### config.mk
export PLATFORM = sky130hd
export DESIGN_NAME = alu_operand_stage_flat
export DESIGN_NICKNAME = d
export VERILOG_FILES = /design/src/rtl/alu_operand_stage_if.sv /design/src/rtl/alu_operand_stage.sv /design/src/flat_wrapper.sv
export SDC_FILE = /design/constraint.sdc
export NUM_CORES = 1
export LEC_CHECK = 0
export BUFFER_PORTS_ARGS = -buffer_cell sky130_fd_sc_hd__buf_2
export CAP_MARGIN = 10
export CORE_MARGIN = 10
export CORE_UTILIZATION = 48
export CTS_BUF_LIST = sky130_fd_sc_hd__clkbuf_8 sky130_fd_sc_hd__clkbuf_16
export CTS_CLUSTER_SIZE = 28
export DETAILED_ROUTE_END_ITERATION = 10
export PLACE_DENSITY = 0.8
export SYNTH_ARGS = -nofsm -noshare
export SYNTH_HDL_FRONTEND = slang
export SYNTH_SLANG_ARGS = --single-unit
### constraint.sdc
create_clock -name clk -period 3.44 [get_ports clk]
set_clock_uncertainty 0.05 [all_clocks]
set_input_delay 0.172 -clock clk [delete_from_list [all_inputs] [get_ports clk]]
set_output_delay 0.172 -clock clk [all_outputs]
set_load 0.01 [all_outputs]
### src/rtl/alu_operand_stage_if.sv
// Bundle between the ID stage, the forwarding sources and the EX-stage ALU operands.
// The master drives decoded fields and forwarding; the slave is the operand stage.
interface alu_operand_stage_if #(
  parameter int unsigned ALUOP_W = 4
);
  logic               flush;
  logic               hold;
  logic [31:0]        id_rs_val;
  logic [31:0]        id_rt_val;
  logic [4:0]         id_rs;
  logic [4:0]         id_rt;
  logic               id_use_rs;
  logic               id_use_rt;
  logic [15:0]        id_imm;
  logic               id_imm_zext;
  logic [4:0]         id_shamt;
  logic               id_sel_a_shamt;
  logic               id_sel_b_imm;
  logic [ALUOP_W-1:0] id_aluop;
  logic [4:0]         id_wr_addr;
  logic               id_reg_write;
  logic               id_mem_read;
  logic               id_mem_write;
  logic               mem_fwd_en;
  logic [4:0]         mem_fwd_addr;
  logic [31:0]        mem_fwd_data;
  logic               wb_fwd_en;
  logic [4:0]         wb_fwd_addr;
  logic [31:0]        wb_fwd_data;
  logic               stall_out;
  logic [31:0]        ex_A;
  logic [31:0]        ex_B;
  logic [ALUOP_W-1:0] ex_aluop;
  logic [31:0]        ex_store_data;
  logic [4:0]         ex_wr_addr;
  logic               ex_reg_write;
  logic               ex_mem_read;
  logic               ex_mem_write;
  logic               ex_valid;

  modport master (
    output flush, hold, id_rs_val, id_rt_val, id_rs, id_rt, id_use_rs, id_use_rt, id_imm,
           id_imm_zext, id_shamt, id_sel_a_shamt, id_sel_b_imm, id_aluop, id_wr_addr,
           id_reg_write, id_mem_read, id_mem_write, mem_fwd_en, mem_fwd_addr, mem_fwd_data,
           wb_fwd_en, wb_fwd_addr, wb_fwd_data,
    input  stall_out, ex_A, ex_B, ex_aluop, ex_store_data, ex_wr_addr, ex_reg_write,
           ex_mem_read, ex_mem_write, ex_valid
  );

  modport slave (
    input  flush, hold, id_rs_val, id_rt_val, id_rs, id_rt, id_use_rs, id_use_rt, id_imm,
           id_imm_zext, id_shamt, id_sel_a_shamt, id_sel_b_imm, id_aluop, id_wr_addr,
           id_reg_write, id_mem_read, id_mem_write, mem_fwd_en, mem_fwd_addr, mem_fwd_data,
           wb_fwd_en, wb_fwd_addr, wb_fwd_data,
    output stall_out, ex_A, ex_B, ex_aluop, ex_store_data, ex_wr_addr, ex_reg_write,
           ex_mem_read, ex_mem_write, ex_valid
  );
endinterface

### src/rtl/alu_operand_stage.sv
// ID/EX pipeline register with MEM/WB operand forwarding, load-use stall detection,
// flush and external hold. Feeds the ALU A/B/ALUop inputs directly.
module alu_operand_stage #(
  parameter int unsigned        ALUOP_W   = 4,
  parameter logic [ALUOP_W-1:0] BUBBLE_OP = '1
) (
  input logic                clk,
  input logic                rst,
  alu_operand_stage_if.slave bus
);

  logic               valid_q;
  logic               reg_write_q;
  logic               mem_read_q;
  logic               mem_write_q;
  logic               sel_a_q;
  logic               sel_b_q;
  logic [31:0]        rs_val_q;
  logic [31:0]        rt_val_q;
  logic [31:0]        imm32_q;
  logic [4:0]         rs_q;
  logic [4:0]         rt_q;
  logic [4:0]         shamt_q;
  logic [4:0]         wr_addr_q;
  logic [ALUOP_W-1:0] aluop_q;

  logic        rs_hit;
  logic        rt_hit;
  logic        haz;
  logic        upd;
  logic        clr;
  logic [31:0] imm32;
  logic [31:0] fwd_rs;
  logic [31:0] fwd_rt;

  assign rs_hit = bus.id_use_rs && (bus.id_rs == wr_addr_q);
  assign rt_hit = bus.id_use_rt && (bus.id_rt == wr_addr_q);
  assign haz    = valid_q && mem_read_q && (wr_addr_q != 5'd0) && (rs_hit || rt_hit);

  assign bus.stall_out = haz && !bus.flush;

  assign imm32 = bus.id_imm_zext ? {16'b0, bus.id_imm} : {{16{bus.id_imm[15]}}, bus.id_imm};

  // Reset and flush always update; hold freezes everything else, including hazard bubbles.
  assign upd = rst || bus.flush || !bus.hold;
  assign clr = rst || bus.flush || haz;

  always_ff @(posedge clk) begin
    if (upd) begin
      if (clr) begin
        valid_q     <= 1'b0;
        reg_write_q <= 1'b0;
        mem_read_q  <= 1'b0;
        mem_write_q <= 1'b0;
        sel_a_q     <= 1'b0;
        sel_b_q     <= 1'b0;
        rs_val_q    <= '0;
        rt_val_q    <= '0;
        imm32_q     <= '0;
        rs_q        <= '0;
        rt_q        <= '0;
        shamt_q     <= '0;
        wr_addr_q   <= '0;
        aluop_q     <= BUBBLE_OP;
      end else begin
        valid_q     <= 1'b1;
        reg_write_q <= bus.id_reg_write;
        mem_read_q  <= bus.id_mem_read;
        mem_write_q <= bus.id_mem_write;
        sel_a_q     <= bus.id_sel_a_shamt;
        sel_b_q     <= bus.id_sel_b_imm;
        rs_val_q    <= bus.id_rs_val;
        rt_val_q    <= bus.id_rt_val;
        imm32_q     <= imm32;
        rs_q        <= bus.id_rs;
        rt_q        <= bus.id_rt;
        shamt_q     <= bus.id_shamt;
        wr_addr_q   <= bus.id_wr_addr;
        aluop_q     <= bus.id_aluop;
      end
    end
  end

  // MEM is the younger producer, so it wins over WB; $0 is hard-wired and never forwarded.
  function automatic logic [31:0] resolve(input logic [4:0]  addr,
                                          input logic [31:0] regval,
                                          input logic        mem_en,
                                          input logic [4:0]  mem_addr,
                                          input logic [31:0] mem_data,
                                          input logic        wb_en,
                                          input logic [4:0]  wb_addr,
                                          input logic [31:0] wb_data);
    logic [31:0] r;
    r = regval;
    if (mem_en && (mem_addr != 5'd0) && (mem_addr == addr)) begin
      r = mem_data;
    end else if (wb_en && (wb_addr != 5'd0) && (wb_addr == addr)) begin
      r = wb_data;
    end
    return r;
  endfunction

  always_comb begin
    fwd_rs = resolve(rs_q, rs_val_q, bus.mem_fwd_en, bus.mem_fwd_addr, bus.mem_fwd_data,
                     bus.wb_fwd_en, bus.wb_fwd_addr, bus.wb_fwd_data);
    fwd_rt = resolve(rt_q, rt_val_q, bus.mem_fwd_en, bus.mem_fwd_addr, bus.mem_fwd_data,
                     bus.wb_fwd_en, bus.wb_fwd_addr, bus.wb_fwd_data);
  end

  assign bus.ex_A          = sel_a_q ? {27'b0, shamt_q} : fwd_rs;
  assign bus.ex_B          = sel_b_q ? imm32_q : fwd_rt;
  assign bus.ex_store_data = fwd_rt;
  assign bus.ex_aluop      = aluop_q;
  assign bus.ex_wr_addr    = wr_addr_q;
  assign bus.ex_reg_write  = reg_write_q;
  assign bus.ex_mem_read   = mem_read_q;
  assign bus.ex_mem_write  = mem_write_q;
  assign bus.ex_valid      = valid_q;

endmodule

### src/flat_wrapper.sv
// flat-port wrapper written by rule: the top's interface ports become plain ports
module alu_operand_stage_flat 
#(
  parameter int unsigned        ALUOP_W   = 4,
  parameter logic [ALUOP_W-1:0] BUBBLE_OP = '1
)
  (clk, rst, bus_flush, bus_hold, bus_id_rs_val, bus_id_rt_val, bus_id_rs, bus_id_rt, bus_id_use_rs, bus_id_use_rt, bus_id_imm, bus_id_imm_zext, bus_id_shamt, bus_id_sel_a_shamt, bus_id_sel_b_imm, bus_id_aluop, bus_id_wr_addr, bus_id_reg_write, bus_id_mem_read, bus_id_mem_write, bus_mem_fwd_en, bus_mem_fwd_addr, bus_mem_fwd_data, bus_wb_fwd_en, bus_wb_fwd_addr, bus_wb_fwd_data, bus_stall_out, bus_ex_A, bus_ex_B, bus_ex_aluop, bus_ex_store_data, bus_ex_wr_addr, bus_ex_reg_write, bus_ex_mem_read, bus_ex_mem_write, bus_ex_valid);
  alu_operand_stage_if #(.ALUOP_W(ALUOP_W)) bus_i ();
  input logic clk;
  input logic rst;
  input wire logic [$bits(bus_i.flush)-1:0] bus_flush;
  input wire logic [$bits(bus_i.hold)-1:0] bus_hold;
  input wire logic [$bits(bus_i.id_rs_val)-1:0] bus_id_rs_val;
  input wire logic [$bits(bus_i.id_rt_val)-1:0] bus_id_rt_val;
  input wire logic [$bits(bus_i.id_rs)-1:0] bus_id_rs;
  input wire logic [$bits(bus_i.id_rt)-1:0] bus_id_rt;
  input wire logic [$bits(bus_i.id_use_rs)-1:0] bus_id_use_rs;
  input wire logic [$bits(bus_i.id_use_rt)-1:0] bus_id_use_rt;
  input wire logic [$bits(bus_i.id_imm)-1:0] bus_id_imm;
  input wire logic [$bits(bus_i.id_imm_zext)-1:0] bus_id_imm_zext;
  input wire logic [$bits(bus_i.id_shamt)-1:0] bus_id_shamt;
  input wire logic [$bits(bus_i.id_sel_a_shamt)-1:0] bus_id_sel_a_shamt;
  input wire logic [$bits(bus_i.id_sel_b_imm)-1:0] bus_id_sel_b_imm;
  input wire logic [$bits(bus_i.id_aluop)-1:0] bus_id_aluop;
  input wire logic [$bits(bus_i.id_wr_addr)-1:0] bus_id_wr_addr;
  input wire logic [$bits(bus_i.id_reg_write)-1:0] bus_id_reg_write;
  input wire logic [$bits(bus_i.id_mem_read)-1:0] bus_id_mem_read;
  input wire logic [$bits(bus_i.id_mem_write)-1:0] bus_id_mem_write;
  input wire logic [$bits(bus_i.mem_fwd_en)-1:0] bus_mem_fwd_en;
  input wire logic [$bits(bus_i.mem_fwd_addr)-1:0] bus_mem_fwd_addr;
  input wire logic [$bits(bus_i.mem_fwd_data)-1:0] bus_mem_fwd_data;
  input wire logic [$bits(bus_i.wb_fwd_en)-1:0] bus_wb_fwd_en;
  input wire logic [$bits(bus_i.wb_fwd_addr)-1:0] bus_wb_fwd_addr;
  input wire logic [$bits(bus_i.wb_fwd_data)-1:0] bus_wb_fwd_data;
  output wire logic [$bits(bus_i.stall_out)-1:0] bus_stall_out;
  output wire logic [$bits(bus_i.ex_A)-1:0] bus_ex_A;
  output wire logic [$bits(bus_i.ex_B)-1:0] bus_ex_B;
  output wire logic [$bits(bus_i.ex_aluop)-1:0] bus_ex_aluop;
  output wire logic [$bits(bus_i.ex_store_data)-1:0] bus_ex_store_data;
  output wire logic [$bits(bus_i.ex_wr_addr)-1:0] bus_ex_wr_addr;
  output wire logic [$bits(bus_i.ex_reg_write)-1:0] bus_ex_reg_write;
  output wire logic [$bits(bus_i.ex_mem_read)-1:0] bus_ex_mem_read;
  output wire logic [$bits(bus_i.ex_mem_write)-1:0] bus_ex_mem_write;
  output wire logic [$bits(bus_i.ex_valid)-1:0] bus_ex_valid;
  assign bus_i.flush = bus_flush;
  assign bus_i.hold = bus_hold;
  assign bus_i.id_rs_val = bus_id_rs_val;
  assign bus_i.id_rt_val = bus_id_rt_val;
  assign bus_i.id_rs = bus_id_rs;
  assign bus_i.id_rt = bus_id_rt;
  assign bus_i.id_use_rs = bus_id_use_rs;
  assign bus_i.id_use_rt = bus_id_use_rt;
  assign bus_i.id_imm = bus_id_imm;
  assign bus_i.id_imm_zext = bus_id_imm_zext;
  assign bus_i.id_shamt = bus_id_shamt;
  assign bus_i.id_sel_a_shamt = bus_id_sel_a_shamt;
  assign bus_i.id_sel_b_imm = bus_id_sel_b_imm;
  assign bus_i.id_aluop = bus_id_aluop;
  assign bus_i.id_wr_addr = bus_id_wr_addr;
  assign bus_i.id_reg_write = bus_id_reg_write;
  assign bus_i.id_mem_read = bus_id_mem_read;
  assign bus_i.id_mem_write = bus_id_mem_write;
  assign bus_i.mem_fwd_en = bus_mem_fwd_en;
  assign bus_i.mem_fwd_addr = bus_mem_fwd_addr;
  assign bus_i.mem_fwd_data = bus_mem_fwd_data;
  assign bus_i.wb_fwd_en = bus_wb_fwd_en;
  assign bus_i.wb_fwd_addr = bus_wb_fwd_addr;
  assign bus_i.wb_fwd_data = bus_wb_fwd_data;
  assign bus_stall_out = bus_i.stall_out;
  assign bus_ex_A = bus_i.ex_A;
  assign bus_ex_B = bus_i.ex_B;
  assign bus_ex_aluop = bus_i.ex_aluop;
  assign bus_ex_store_data = bus_i.ex_store_data;
  assign bus_ex_wr_addr = bus_i.ex_wr_addr;
  assign bus_ex_reg_write = bus_i.ex_reg_write;
  assign bus_ex_mem_read = bus_i.ex_mem_read;
  assign bus_ex_mem_write = bus_i.ex_mem_write;
  assign bus_ex_valid = bus_i.ex_valid;
  alu_operand_stage #(.ALUOP_W(ALUOP_W), .BUBBLE_OP(BUBBLE_OP)) u_core (.clk(clk), .rst(rst), .bus(bus_i));
endmodule
=== Word-level counts from Yosys, hierarchy flattened ===
Index checks and enable logic that the tools add are counted.

* Register bits after elaboration: 111
* Latch bits: 0
* RAM bits: 0
* Bits in read-only memories: 0
* Input port bits: 192
* Output and inout port bits: 110
* Word-level logic and storage cells: 50
* Memories: 0

* Add/sub/neg operators: 0
* Multiply operators: 0
* Divide/modulo/power cells: 0
* Order comparisons: 0
* Equality and inequality tests: 6
* Shift operators: 0
* Muxes and demuxes: 7
* Bitwise logic cells: 0
* Reduce and logical (&&, ||, !) cells: 22

{| class="wikitable"
|+ Operators with widths
! cell !! number
|-
| 2-to-1 mux 32 bit || 6
|-
| == test 5 bit || 6
|-
| nonzero test 5 bit || 3
|-
| logical AND 1 bit || 12
|-
| logical OR 1 bit || 4
|-
| zero test 1 bit || 2
|-
| OR reduction 2 bit || 1
|-
| 2-to-1 mux 1 bit || 1
|}

=== Logic depth before layout (Yosys ltp) ===
Gate-level depths: netlist of run 1.

* Depth in word-level cells: 6
* Gate-level depth with buffers: 8
* Gate-level depth less buffers: 5

=== Worst setup path before layout of run 1 ===
Ideal clock, no wire load.

* Kind: input to register
* From: in bus_flush
* To: reg u_core.aluop_q[0], in the netlist u_core.bus.ex_aluop[0] (enable)
* Library setup time: 1.004 ns
* Arrival time: 2.104 ns
* Data required time: 2.386 ns
* Setup slack: 0.281 ns
* Cell stages on the path: 2
* Buffers on the path: 0
* Cell sequence: nor2_1 nand2_1

* Word-level cells in the longest chain between the ends: 2

{| class="wikitable"
|+ RTL lines
! what !! line !! RTL
|-
| start: declaration || flat_wrapper.sv:11 || <nowiki>input wire logic [$bits(bus_i.flush)-1:0] bus_flush;</nowiki>
|-
| logical OR 1 bit (2 in a row) || alu_operand_stage.sv:45 || <nowiki>assign upd = rst || bus.flush || !bus.hold;</nowiki>
|-
| net u_core.upd || alu_operand_stage.sv:30 || <nowiki>logic upd;</nowiki>
|-
| end signal: assignment || alu_operand_stage.sv:79 || <nowiki>aluop_q <= bus.id_aluop;</nowiki>
|-
| end: declaration || alu_operand_stage.sv:25 || <nowiki>logic [ALUOP_W-1:0] aluop_q;</nowiki>
|}

The timed path passes the listed nets, and every way through them passes these cells.
A chain may end at the register's enable or synchronous reset.

=== Final worst setup path of run 1 ===
* From: reg u_core.rt_q[2]
* To: out bus_ex_B[31]

* Word-level cells in the longest chain between the ends: 5
* Elaborated cells on any way between the ends: 7
* Those cells by class: 2 x eq/ne; 3 x mux; 2 x reduce/logical

{| class="wikitable"
|+ RTL lines
! what !! line !! RTL
|-
| start: declaration || alu_operand_stage.sv:22 || <nowiki>logic [4:0] rt_q;</nowiki>
|-
| start signal: assignment || alu_operand_stage.sv:76 || <nowiki>rt_q <= bus.id_rt;</nowiki>
|-
| == test 5 bit || alu_operand_stage.sv:97 || <nowiki>end else if (wb_en && (wb_addr != 5'd0) && (wb_addr == addr)) begin</nowiki>
|-
| logical AND 1 bit || alu_operand_stage.sv:97 ||
|-
| 2-to-1 mux 32 bit || alu_operand_stage.sv:97 ||
|-
| 2-to-1 mux 32 bit * || alu_operand_stage.sv:95 || <nowiki>if (mem_en && (mem_addr != 5'd0) && (mem_addr == addr)) begin</nowiki>
|-
| 2-to-1 mux 32 bit * || alu_operand_stage.sv:111 || <nowiki>assign bus.ex_B = sel_b_q ? imm32_q : fwd_rt;</nowiki>
|-
| end: declaration || flat_wrapper.sv:37 || <nowiki>output wire logic [$bits(bus_i.ex_B)-1:0] bus_ex_B;</nowiki>
|}

Mark *: on every way between the ends. The rest lies on a longest branch, timed or not.

==> results of run 1 <==
==> synthesized netlist by cell type (16+ instances only) <==
master | n | area share
sky130_fd_sc_hd__mux2i_1 | 16 | 0.024
sky130_fd_sc_hd__inv_1 | 21 | 0.012
sky130_fd_sc_hd__and3_1 | 17 | 0.016
sky130_fd_sc_hd__nand2_1 | 61 | 0.035
sky130_fd_sc_hd__a311oi_1 | 27 | 0.036
sky130_fd_sc_hd__clkbuf_1 | 28 | 0.016
sky130_fd_sc_hd__nor3_1 | 17 | 0.013
sky130_fd_sc_hd__and2_1 | 105 | 0.099
sky130_fd_sc_hd__o31ai_1 | 16 | 0.018
sky130_fd_sc_hd__a21oi_1 | 16 | 0.012
sky130_fd_sc_hd__edfxtp_1 | 111 | 0.50
sky130_fd_sc_hd__nor2_1 | 81 | 0.046
sky130_fd_sc_hd__a221oi_1 | 20 | 0.026
==> worst min path at each step <==
stage / from / end / slack, ns / depth (start not counted)
5_1_grt: bus_id_aluop[1] / u_core.bus.ex_aluop[1] / 0.03 / 2
2_1_floorplan: bus_id_aluop[0] / u_core.bus.ex_aluop[0] / 0.30 / 1
6_report: bus_id_aluop[1] / u_core.bus.ex_aluop[1] / 0.03 / 2
3_5_place_dp: bus_id_aluop[0] / u_core.bus.ex_aluop[0] / 0.38 / 2
4_1_cts: bus_id_aluop[1] / u_core.bus.ex_aluop[1] / 0.02 / 2
3_3_place_gp: bus_id_aluop[3] / u_core.bus.ex_aluop[3] / 0.38 / 2
==> metrics by stage <==
stage               setup WS, ns  cells  instance area (um2)
floorplan                  0.281    645                 6630
global placement           0.743   1084                 8260
detailed placement         0.725   1084                 8260
CTS                        0.377   1099                 8520
global route               0.212   1099                 8520
finish                     0.389   1100                 8520
==> logic make-up after synthesis <==
kind of cell,after synthesis,synth area share
simple gates,305,0.236
compound gates,111,0.147
flops,111,0.503
buf+inv,72,0.0507
xor+xnor,30,0.0396
mux,16,0.0241
==> registers in the layout, summed over array words and instances, names as in the netlist <==
signal / cells
u_core.bus.ex_aluop: 4
u_core.bus.ex_mem_read: 1
u_core.bus.ex_mem_write: 1
u_core.bus.ex_reg_write: 1
u_core.bus.ex_valid: 1
u_core.bus.ex_wr_addr: 5
u_core.imm32_q: 17
u_core.rs_q: 5
u_core.rs_val_q: 32
u_core.rt_q: 5
u_core.rt_val_q: 32
u_core.sel_a_q: 1
u_core.sel_b_q: 1
u_core.shamt_q: 5
==> final cells by class <==
class,instances,area [um2]
Clock buffer,9,225
Multi-Input combinational cell,462,2980
Tap cell,176,220
Inverter,21,78.8
Fill cell,1139,4880
Sequential cell,111,3330
Antenna cell,1,2.50
Clock inverter,6,38.8
Timing Repair Buffer,314,1640
==> power groups by stage <==
stage	Combinational (W)	Clock, W	Sequential [W]
after floorplan	0.000385	0	0.00166
after global placement	0.000726	0	0.00167
after detailed placement	0.000735	0	0.00167
after CTS	0.000738	0.000978	0.00164
after global routing	0.000802	0.00104	0.00165
final	0.000733	0.000969	0.00164
==> per-layer routing <==
layer / wire length [um] / share of wire / track usage / vias to the layer above
met4: 512 / 0.023 / 0.0814 / 2
met1: 8310 / 0.38 / 0.272 / 2807
met2: 11000 / 0.50 / 0.374 / 325
met3: 2320 / 0.11 / 0.0517 / 40
met5: 13 / 0.00059 / 0 / -
li1: - / - / - / 2881
==> results.txt, run 1 <==
* CTS tree: done
* Clk sinks: 111
- Fraction of synthesis flops using an asynchronous set or reset pin: 0
- Leading cell type in the layout, fill and taps excluded: sky130_fd_sc_hd__buf_2
- Post-synth EDFFs: 111
* Ordered list of cells on the worst path: xor2_1 -> nor3_2 -> buf_4 -> nand3_4 -> a221oi_1 -> o31ai_1 -> buf_2
* Max-capacitance violation count: 0
* Clock H-tree levels: 3
- IO Pins: 302
- Synthesized area per cell: 10.3 um2
* Core Region: 0.0134 mm2
- Relative to the synthesized area, the layout overhead comes to 28.5%.
* Largest net degree at the start of global routing: 67
- Global routing finished with a remaining overflow of 0.
* Pint: 0.00241 W
- Buffers placed on the I/O ports in this run total 301.
* Total power per unit cell area: 392 mW/mm2
- Data arrival time of the critical path: 2.83 ns
* # DRC: 0
- Number of iterations in the first detailed-routing pass: 5
- Post-layout minimum cycle time: 3.05 ns
- Buffers added to address setup during post-CTS repair amount to 0.
* Setup Viol. Count Final: 0
* Worst hold margin: 0.0255 ns
- Across every metal layer, demand over resource in global routing totals 0.222.
- Family of cells with the greatest summed delay on the critical path: compound AO/OA/AOI/OAI gates
* Register-to-Register Path Depth: 5
* Number of antenna violations at the first check in global routing: 1
- Setup repair after global routing left no endpoint under its margin.
- Required time reported for the critical path endpoint: 3.22 ns
* Top_reg_cell synth: sky130_fd_sc_hd__edfxtp_1
- Max VDD drop: 0.276 mV
- Clock latency at the later pin of the worst-skew pair: 0.35 ns
* Total number of cells along the worst setup path: 7
* Combinational fraction of design power: 0.219
- Worst Hold Class: primary input to flop
* Root buf cell: sky130_fd_sc_hd__clkbuf_16
- Antenna Violating Nets Remaining: 0
* Final period utilization: 0.887
- In this run the critical register-to-register path is launched from u_core.bus.ex_wr_addr[0].
* Type of origin of the critical path: flop
- After detailed routing, the average wire length per cell comes to 20.1 um.
* Post-CTS sizing: 0
- Overall power: 0.00334 W
- Syn nets: 837
* Worst slew slack as a fraction of its limit: 0.375
- The critical path in this run is classified as flop to primary output.
* Outcome: completed
- Synth unique cells: 42
- Gate Count Post-Synth: 645
- Switching power: 0.000937 W
- The count of final max-slew check failures came to 0.
* Critical-path cell with the highest stage delay: sky130_fd_sc_hd__a221oi_1
- In this run the worst setup path begins at u_core.rt_q[2].
- Worst setup path endpoint: bus_ex_B[31]
* Sequential area share after synthesis: 0.503
- The largest single stage delay on the critical path is 0.55 ns.
- Endpoint type of the worst setup path: primary output
* Dpl hpwl: 16600 um
- For the pin with the worst max-slew slack, the measured transition is 0.938 ns.
- Wire length reported by the detailed router: 22100 um
* Clock Power Share: 0.290
- CTS clock-pin slew for the worst setup and hold paths: 0.07 ns
- Share of power burned in registers: 0.491
- Endpoint of the lowest-slack register-to-register path: u_core.bus.ex_aluop[3]
- Bufs on Longest Clock Path: 2
- Cell area after technology mapping: 0.00663 mm2
* Post-detailed-route via-to-cell ratio: 5.50
* Setup_tns: 0 ns
* Register bit count reported by yosys: 111
* Vias in the first global route: 5902
- From bottom edge to top edge, the die measures 138 um.
* Starting utilization of the core area: 0.495
* Hold-fix buffers, CTS: 0
- At the end of routability-driven placement, the weighted congestion stood at 0.917.
- Of all nets on the critical path, the largest fanout is 32.
- In the layout the commonest cells are 301 x sky130_fd_sc_hd__buf_2, 111 x sky130_fd_sc_hd__edfxtp_1, 105 x sky130_fd_sc_hd__and2_1.
* Max Clock Freq: 328 MHz
- In the final layout, the share of cells above drive strength 1 is 0.385.
- Wire length of the first global-routing pass: 32700 um
- End-of-flow core utilization: 0.636
* Horiz. Die Dim: 138 um
* Number of hold violations in the final report: 0
- Synth Warn #: 0
- Switching Fraction: 0.280
- For this design the static power due to leakage is 4.02 nW.
* Nets: 1111
- Total CTS buffers: 9
- The routed layout has 6055 vias.
- In this run the register-to-register setup slack is 1.20 ns.
- The floorplan has 42 rows.
* Iteration-0 DRC Markers: 538
* Critical path buffer and inverter count: 2
- The die covers 0.0189 mm2.
Power figures use the tool's default switching activity.
==> inputs of run 2 (changes only) <==
CORE_MARGIN = not set   (was 10)
==> results.txt, run 2 (same netlist as run 1, synthesis figures left out) <==
* Setup_tns: 0 ns
- Unrepaired setup endpoints after global routing: no
- The clock tree synthesis step divided the H-tree into 3 levels.
- Number of iterations in the first detailed-routing pass: 7
- Critical setup path kind: flop to primary output
- Quantity of I/O buffers inserted on ports: 301
- Row generation in the floorplan step produced 42 rows.
- Max VDD drop: 0.287 mV
- The count of final max-slew check failures is 0.
- Signed area change from the synthesized netlist to the final layout: 29.6%
* Nets: 1113
- The library cell used most frequently in the layout, excluding fill and tap cells, is sky130_fd_sc_hd__buf_2.
- Wire length reported by the detailed router: 20300 um
- Fraction of layout cells with a size suffix above 1: 0.387
- Pint: 0.00256 W
- Total leakage power: 4.04 nW
* Switching power: 0.000934 W
* Core Region: 0.0133 mm2
- Post-detailed-route via-to-cell ratio: 5.61
- Register-to-Register Path Depth: 5
* Combinational fraction of design power: 0.208
- In the final routed layout, each cell accounts on average for 18.4 um.
- Wire length of the first global-routing pass: 30700 um
* Post-CTS sizing: 0
* Bufs on Longest Clock Path: 2
- Post-layout minimum cycle time: 3.01 ns
* Vias in the first global route: 5947
- The startpoint identified for the worst register-to-register timing path is u_core.bus.ex_wr_addr[0].
- IO Pins: 302
- Worst reg-to-reg setup slack: 0.97 ns
- Hold-fix buffers, CTS: 0
- Die outline area: 0.0143 mm2
* Type of origin of the critical path: flop
- The worst hold path terminates at u_core.bus.ex_aluop[1].
* Dpl hpwl: 14700 um
- Dividing the final minimum period by the clock period gives 0.876.
* Number of antenna violations at the first check in global routing: 2
- For the worst setup path, the data required time is 3.22 ns.
* Starting utilization of the core area: 0.497
* Share of power burned in registers: 0.471
- Setup violations remaining at the end of the flow were counted as 0.
- Startpoint of the lowest-slack hold path: bus_id_aluop[1]
- In the layout the commonest cells are 301 x sky130_fd_sc_hd__buf_2, 111 x sky130_fd_sc_hd__edfxtp_1, 105 x sky130_fd_sc_hd__and2_1.
- Worst Hold Class: primary input to flop
- The count of cells in the finished layout, fillers not included, comes to 1104.
* Clk sinks: 111
* Endpoint type of the worst setup path: primary output
- DP Cell Count: 1086
- TritonCTS built the clock tree.
* Outcome: completed
* Setup bufs post-CTS: 0
- Counting instances, the worst hold path has a depth of 2.
- Number of hold violations in the final report: 0
- Clock Power Share: 0.321
* RD Place Congestion: 0.913
- Measured along the x axis, the die boundary spans 120 um.
- Data arrival time of the critical path: 2.79 ns
- Worst slew pin tran: 0.906 ns
* Largest registers ranked by flip-flop count: u_core.rs_val_q: 32 flops, u_core.rt_val_q: 32 flops, u_core.imm32_q: 17 flops
* Highest fanout seen on the critical path: 21
- Detailed-route via count: 6188
- Power spread over the standard cell area amounts to 407 mW/mm2.
- Max-capacitance violation count: 0
- Derived from the worst setup path, the maximum achievable clock frequency is 332 MHz.
* Global router's overall resource usage: 0.282
* CTS clock-pin slew for the worst setup and hold paths: 0.07 ns
- Iteration-0 DRC Markers: 553
- The worst register-to-register path ends at u_core.bus.ex_aluop[2].
* Clock latency at the later pin of the worst-skew pair: 0.35 ns
- The floorplan step set the die height to 120 um.
- Total CTS buffers: 9
- The total overflow left after global routing is 0.
* Worst slew slack as a fraction of its limit: 0.396
- Root buf cell: sky130_fd_sc_hd__clkbuf_16
- Largest net degree at the start of global routing: 56
* Antenna Violating Nets Remaining: 0
- Of the total power, the share spent switching nets is 0.267.
* # DRC: 0
## run 2: stage by stage
stage	utilization	setup WS (ns)	hold slack [ns]	instance area [um2]	total power, W
CTS	0.644	0.420	0.0130	8590	0.00351
finish	0.644	0.425	0.0218	8600	0.00350
detailed placement	0.620	0.766	0.385	8270	0.00240
global route	0.644	0.265	0.0182	8590	0.00363
global placement	0.620	0.780	0.378	8270	0.00239
floorplan	-	0.281	0.300	6630	0.00205
## run 2: worst max path at each step
| stage | startpoint | endpoint | slack, ns | cells past startpoint |
|---|---|---|---|---|
| 2_1_floorplan | bus_flush | u_core.bus.ex_aluop[0] | 0.28 | 2 |
| 3_3_place_gp | bus_mem_fwd_addr[0] | bus_ex_A[24] | 0.78 | 8 |
| 3_5_place_dp | bus_mem_fwd_addr[0] | bus_ex_A[19] | 0.77 | 8 |
| 4_1_cts | u_core.rs_q[4] | bus_ex_A[19] | 0.42 | 6 |
| 5_1_grt | u_core.rt_q[2] | bus_ex_B[31] | 0.27 | 7 |
| 6_report | u_core.rs_q[4] | bus_ex_A[10] | 0.43 | 6 |
## run 2: power groups by stage
stage	logic [W]	clock network [W]	registers (W)
global placement	0.000715	0	0.00167
global route	0.000787	0.00119	0.00165
CTS	0.000727	0.00114	0.00164
finish	0.000729	0.00112	0.00165
floorplan	0.000385	0	0.00166
detailed placement	0.000723	0	0.00167
## run 2: cell type report
cell class	count	area, um2
diodes	2	5.00
clock buffers	9	225
clock inverters	7	95.1
fillers	1113	4750
inverters	21	78.8
multi-input cells	462	2980
flip-flops and latches	111	3330
well taps	176	220
repair buffers	316	1660
## run 2: critical path, stage by stage (launching register included)
cell,delay (ns)
sky130_fd_sc_hd__edfxtp_1,0.42
sky130_fd_sc_hd__xnor2_1,0.19
sky130_fd_sc_hd__nand3_1,0.09
sky130_fd_sc_hd__or4_2,0.92
sky130_fd_sc_hd__buf_4,0.30
sky130_fd_sc_hd__a311oi_1,0.31
sky130_fd_sc_hd__buf_2,0.21
## run 2: routing by layer
metal  share of wire  global-route usage
met5               0                   0
met4           0.038               0.137
met3           0.081              0.0480
met2            0.49               0.492
met1            0.39               0.337
==> inputs of run 3 (changes only) <==
BUFFER_PORTS_ARGS = not set   (was -buffer_cell sky130_fd_sc_hd__buf_2)
CORE_UTILIZATION = 35   (was 48)
DONT_BUFFER_PORTS = 1   (was not set)
PLACE_DENSITY = 0.47   (was 0.8)
==> results.txt, run 3 (same netlist as run 1, synthesis figures left out) <==
- Leaving out fill and tap cells, the most frequent cells in the layout are 111 x sky130_fd_sc_hd__edfxtp_1, 106 x sky130_fd_sc_hd__dlygate4sd3_1, 105 x sky130_fd_sc_hd__and2_1.
- Hold-fix buffers, CTS: 106
* Worst Hold Class: primary input to flop
- In the final layout, the share of cells above drive strength 1 is 0.0954.
- The pre-antenna-repair detailed-routing pass consisted of 5 iterations.
- The startpoint identified for the worst hold timing path is bus_id_rs_val[10].
* Dpl hpwl: 15200 um
- Antenna Violating Nets Remaining: 0
- The tree is rooted in a sky130_fd_sc_hd__clkbuf_16.
* Data arrival time of the critical path: 2.68 ns
- The initial antenna violation count was 2.
- For this run the aggregate overflow at the end of global routing stands at 0.
- Count of standard-cell rows: 49
- The initial utilization of the core area, before any placement, comes to 0.363.
- The tightest hold path in the finished design has a slack of 0.0178 ns.
- Clk sinks: 111
- The slowest stage of the critical path belongs to the cell sky130_fd_sc_hd__a221oi_1.
- The die is 140 um wide.
- Multi-input gate area in the final layout: 0.00298 mm2
- Crit-path max cell delay: 0.61 ns
- Summing over every cut layer, the via total after detailed routing is 5431.
* Worst reg-to-reg setup slack: 1.14 ns
* Worst slew pin tran: 0.948 ns
* CTS tree: done
- Global router's overall resource usage: 0.218
- Critical path buffer and inverter count: 0
* Clock latency at the later pin of the worst-skew pair: 0.35 ns
* Total CTS buffers: 9
- Power spread over the standard cell area amounts to 399 mW/mm2.
- Leaving out fill and tap cells, the most frequent cell in the layout is sky130_fd_sc_hd__edfxtp_1.
- Hold Path Stages: 1
- Static timing analysis puts the maximum clock frequency at 345 MHz.
- Core Region: 0.0183 mm2
- Clock-pin slew was measured on the worst setup and hold paths at 0.08 ns.
- The clock passes through at most 2 buffers.
* Count of fill cells added during filler insertion: 1747
- Setup Viol. Count Final: 0
- Outcome: completed
* RD Place Congestion: 0.881
- The number of cells on the worst reg-to-reg path is 5.
* Worst slew slack as a fraction of its limit: 0.368
- Port buffering added 0 buffers.
- Across the run, the number of max-cap violations was 0.
- Number of hold violations in the final report: 0
- Largest registers ranked by flip-flop count: u_core.rs_val_q: 32 flops, u_core.rt_val_q: 32 flops, u_core.imm32_q: 17 flops
- Unrepaired setup endpoints after global routing: no
* DP Cell Count: 851
- The worst register-to-register path ends at u_core.rt_val_q[31].
- Critical setup path kind: flop to primary output
* Nets: 931
- Along the worst path, the maximum fanout reaches 32.
* IO Pins: 302
* Required time reported for the critical path endpoint: 3.22 ns
- The via count of the first global-routing pass is 5530.
- The die is 140 um tall.
- Die outline area: 0.0195 mm2
* Total leakage power: 3.25 nW
- Reg2Reg Launch Point: u_core.bus.ex_wr_addr[0]
- Post-detailed-route via-to-cell ratio: 5.57
* Family of cells with the greatest summed delay on the critical path: simple AND/OR/NAND/NOR gates
- Iteration-0 DRC Markers: 299
- Type of origin of the critical path: flop
* Number of pins with negative max-slew slack in the final report: 0
- Setup_tns: 0 ns
- Post-CTS sizing: 0
* Wire length of the first global-routing pass: 32300 um
* Non-Filler Instances: 975
- Endpoint type of the worst setup path: primary output
- After detailed routing, the average wire length per cell comes to 22.1 um.
* Final period utilization: 0.843
- Walking the worst path, the cells encountered are xor2_1 -> nor3_2 -> nand3_4 -> a221oi_1 -> o31ai_1.
- Destination of the worst hold path: u_core.rs_val_q[10]
- FF+latch area: 0.00333 mm2
* Wire length reported by the detailed router: 21500 um
- Subtracting the final worst setup slack from the clock period gives 2.90 ns.
- In this run the post-CTS setup repair buffer count came out at 0.
- Signed area change from the synthesized netlist to the final layout: 24.4%
* Largest net degree at the start of global routing: 67
- For this run, design rule violations remaining after detail routing come to 0.
* Max VDD drop: 0.231 mV
* Clock H-tree levels: 3
## run 3: changes by cell type in the layout (fill, tap and decap cells not counted)
cell and change:
sky130_fd_sc_hd__buf_2 -301, sky130_fd_sc_hd__dlygate4sd3_1 +106, sky130_fd_sc_hd__buf_4 +15, sky130_fd_sc_hd__inv_6 +3, sky130_fd_sc_hd__buf_12 -2, sky130_fd_sc_hd__bufinv_16 -2, sky130_fd_sc_hd__clkinv_4 +2, sky130_fd_sc_hd__clkinv_1 -1
sky130_fd_sc_hd__clkinvlp_4 -1, sky130_fd_sc_hd__inv_8 -1
## run 3: final cells by class
class	count	share of cell area
antenna	2	0.000607
tap	229	0.0347
clock buffer	9	0.0273
multi-input combinational	462	0.361
inverter	21	0.00955
timing repair buffer	134	0.156
clock inverter	7	0.00682
sequential	111	0.404
## run 3: where the power goes
part | internal, W | leakage (nW) | switching, W
clock | 0.000502 | 0.137 | 0.000524
combinational | 0.000270 | 1.86 | 0.000344
sequential | 0.00159 | 1.25 | 0.0000580
## run 3: through the flow
step / instance area (um2) / util / total power [W] / setup WS (ns)
after floorplan: 6630 / - / 0.00205 / 0.281
after detailed placement: 6900 / 0.378 / 0.00220 / 0.893
after global routing: 8250 / 0.452 / 0.00341 / 0.409
after CTS: 8250 / 0.451 / 0.00332 / 0.555
after global placement: 6900 / 0.378 / 0.00219 / 0.920
final: 8250 / 0.452 / 0.00329 / 0.541
## run 3: worst reg2reg max path, stage by stage, from the launching register on
cell	delay, ns
sky130_fd_sc_hd__edfxtp_1	0.50
sky130_fd_sc_hd__or3_1	0.42
sky130_fd_sc_hd__o311a_1	0.35
sky130_fd_sc_hd__a21boi_4	0.17
sky130_fd_sc_hd__buf_4	0.44
sky130_fd_sc_hd__and2_1	0.24
## run 3: routing by layer
layer	wire, um	GRT usage	vias to the layer above	part of all wire
met2	10500	0.381	291	0.49
met1	8810	0.265	2599	0.41
met3	1720	0.0509	27	0.080
li1	-	-	2514	-
met4	443	0.0711	0	0.021
met5	0	0	-	0
## run 3: worst max-delay path by stage
stage	end	slack, ns	cells past startpoint	start
2_1_floorplan	u_core.bus.ex_aluop[0]	0.28	2	bus_flush
3_3_place_gp	bus_ex_B[19]	0.92	5	bus_wb_fwd_addr[4]
3_5_place_dp	bus_ex_B[19]	0.89	5	bus_wb_fwd_addr[4]
4_1_cts	bus_ex_A[30]	0.55	7	u_core.rs_q[0]
5_1_grt	bus_ex_B[13]	0.41	5	u_core.rt_q[0]
6_report	bus_ex_B[31]	0.54	5	u_core.rt_q[2]
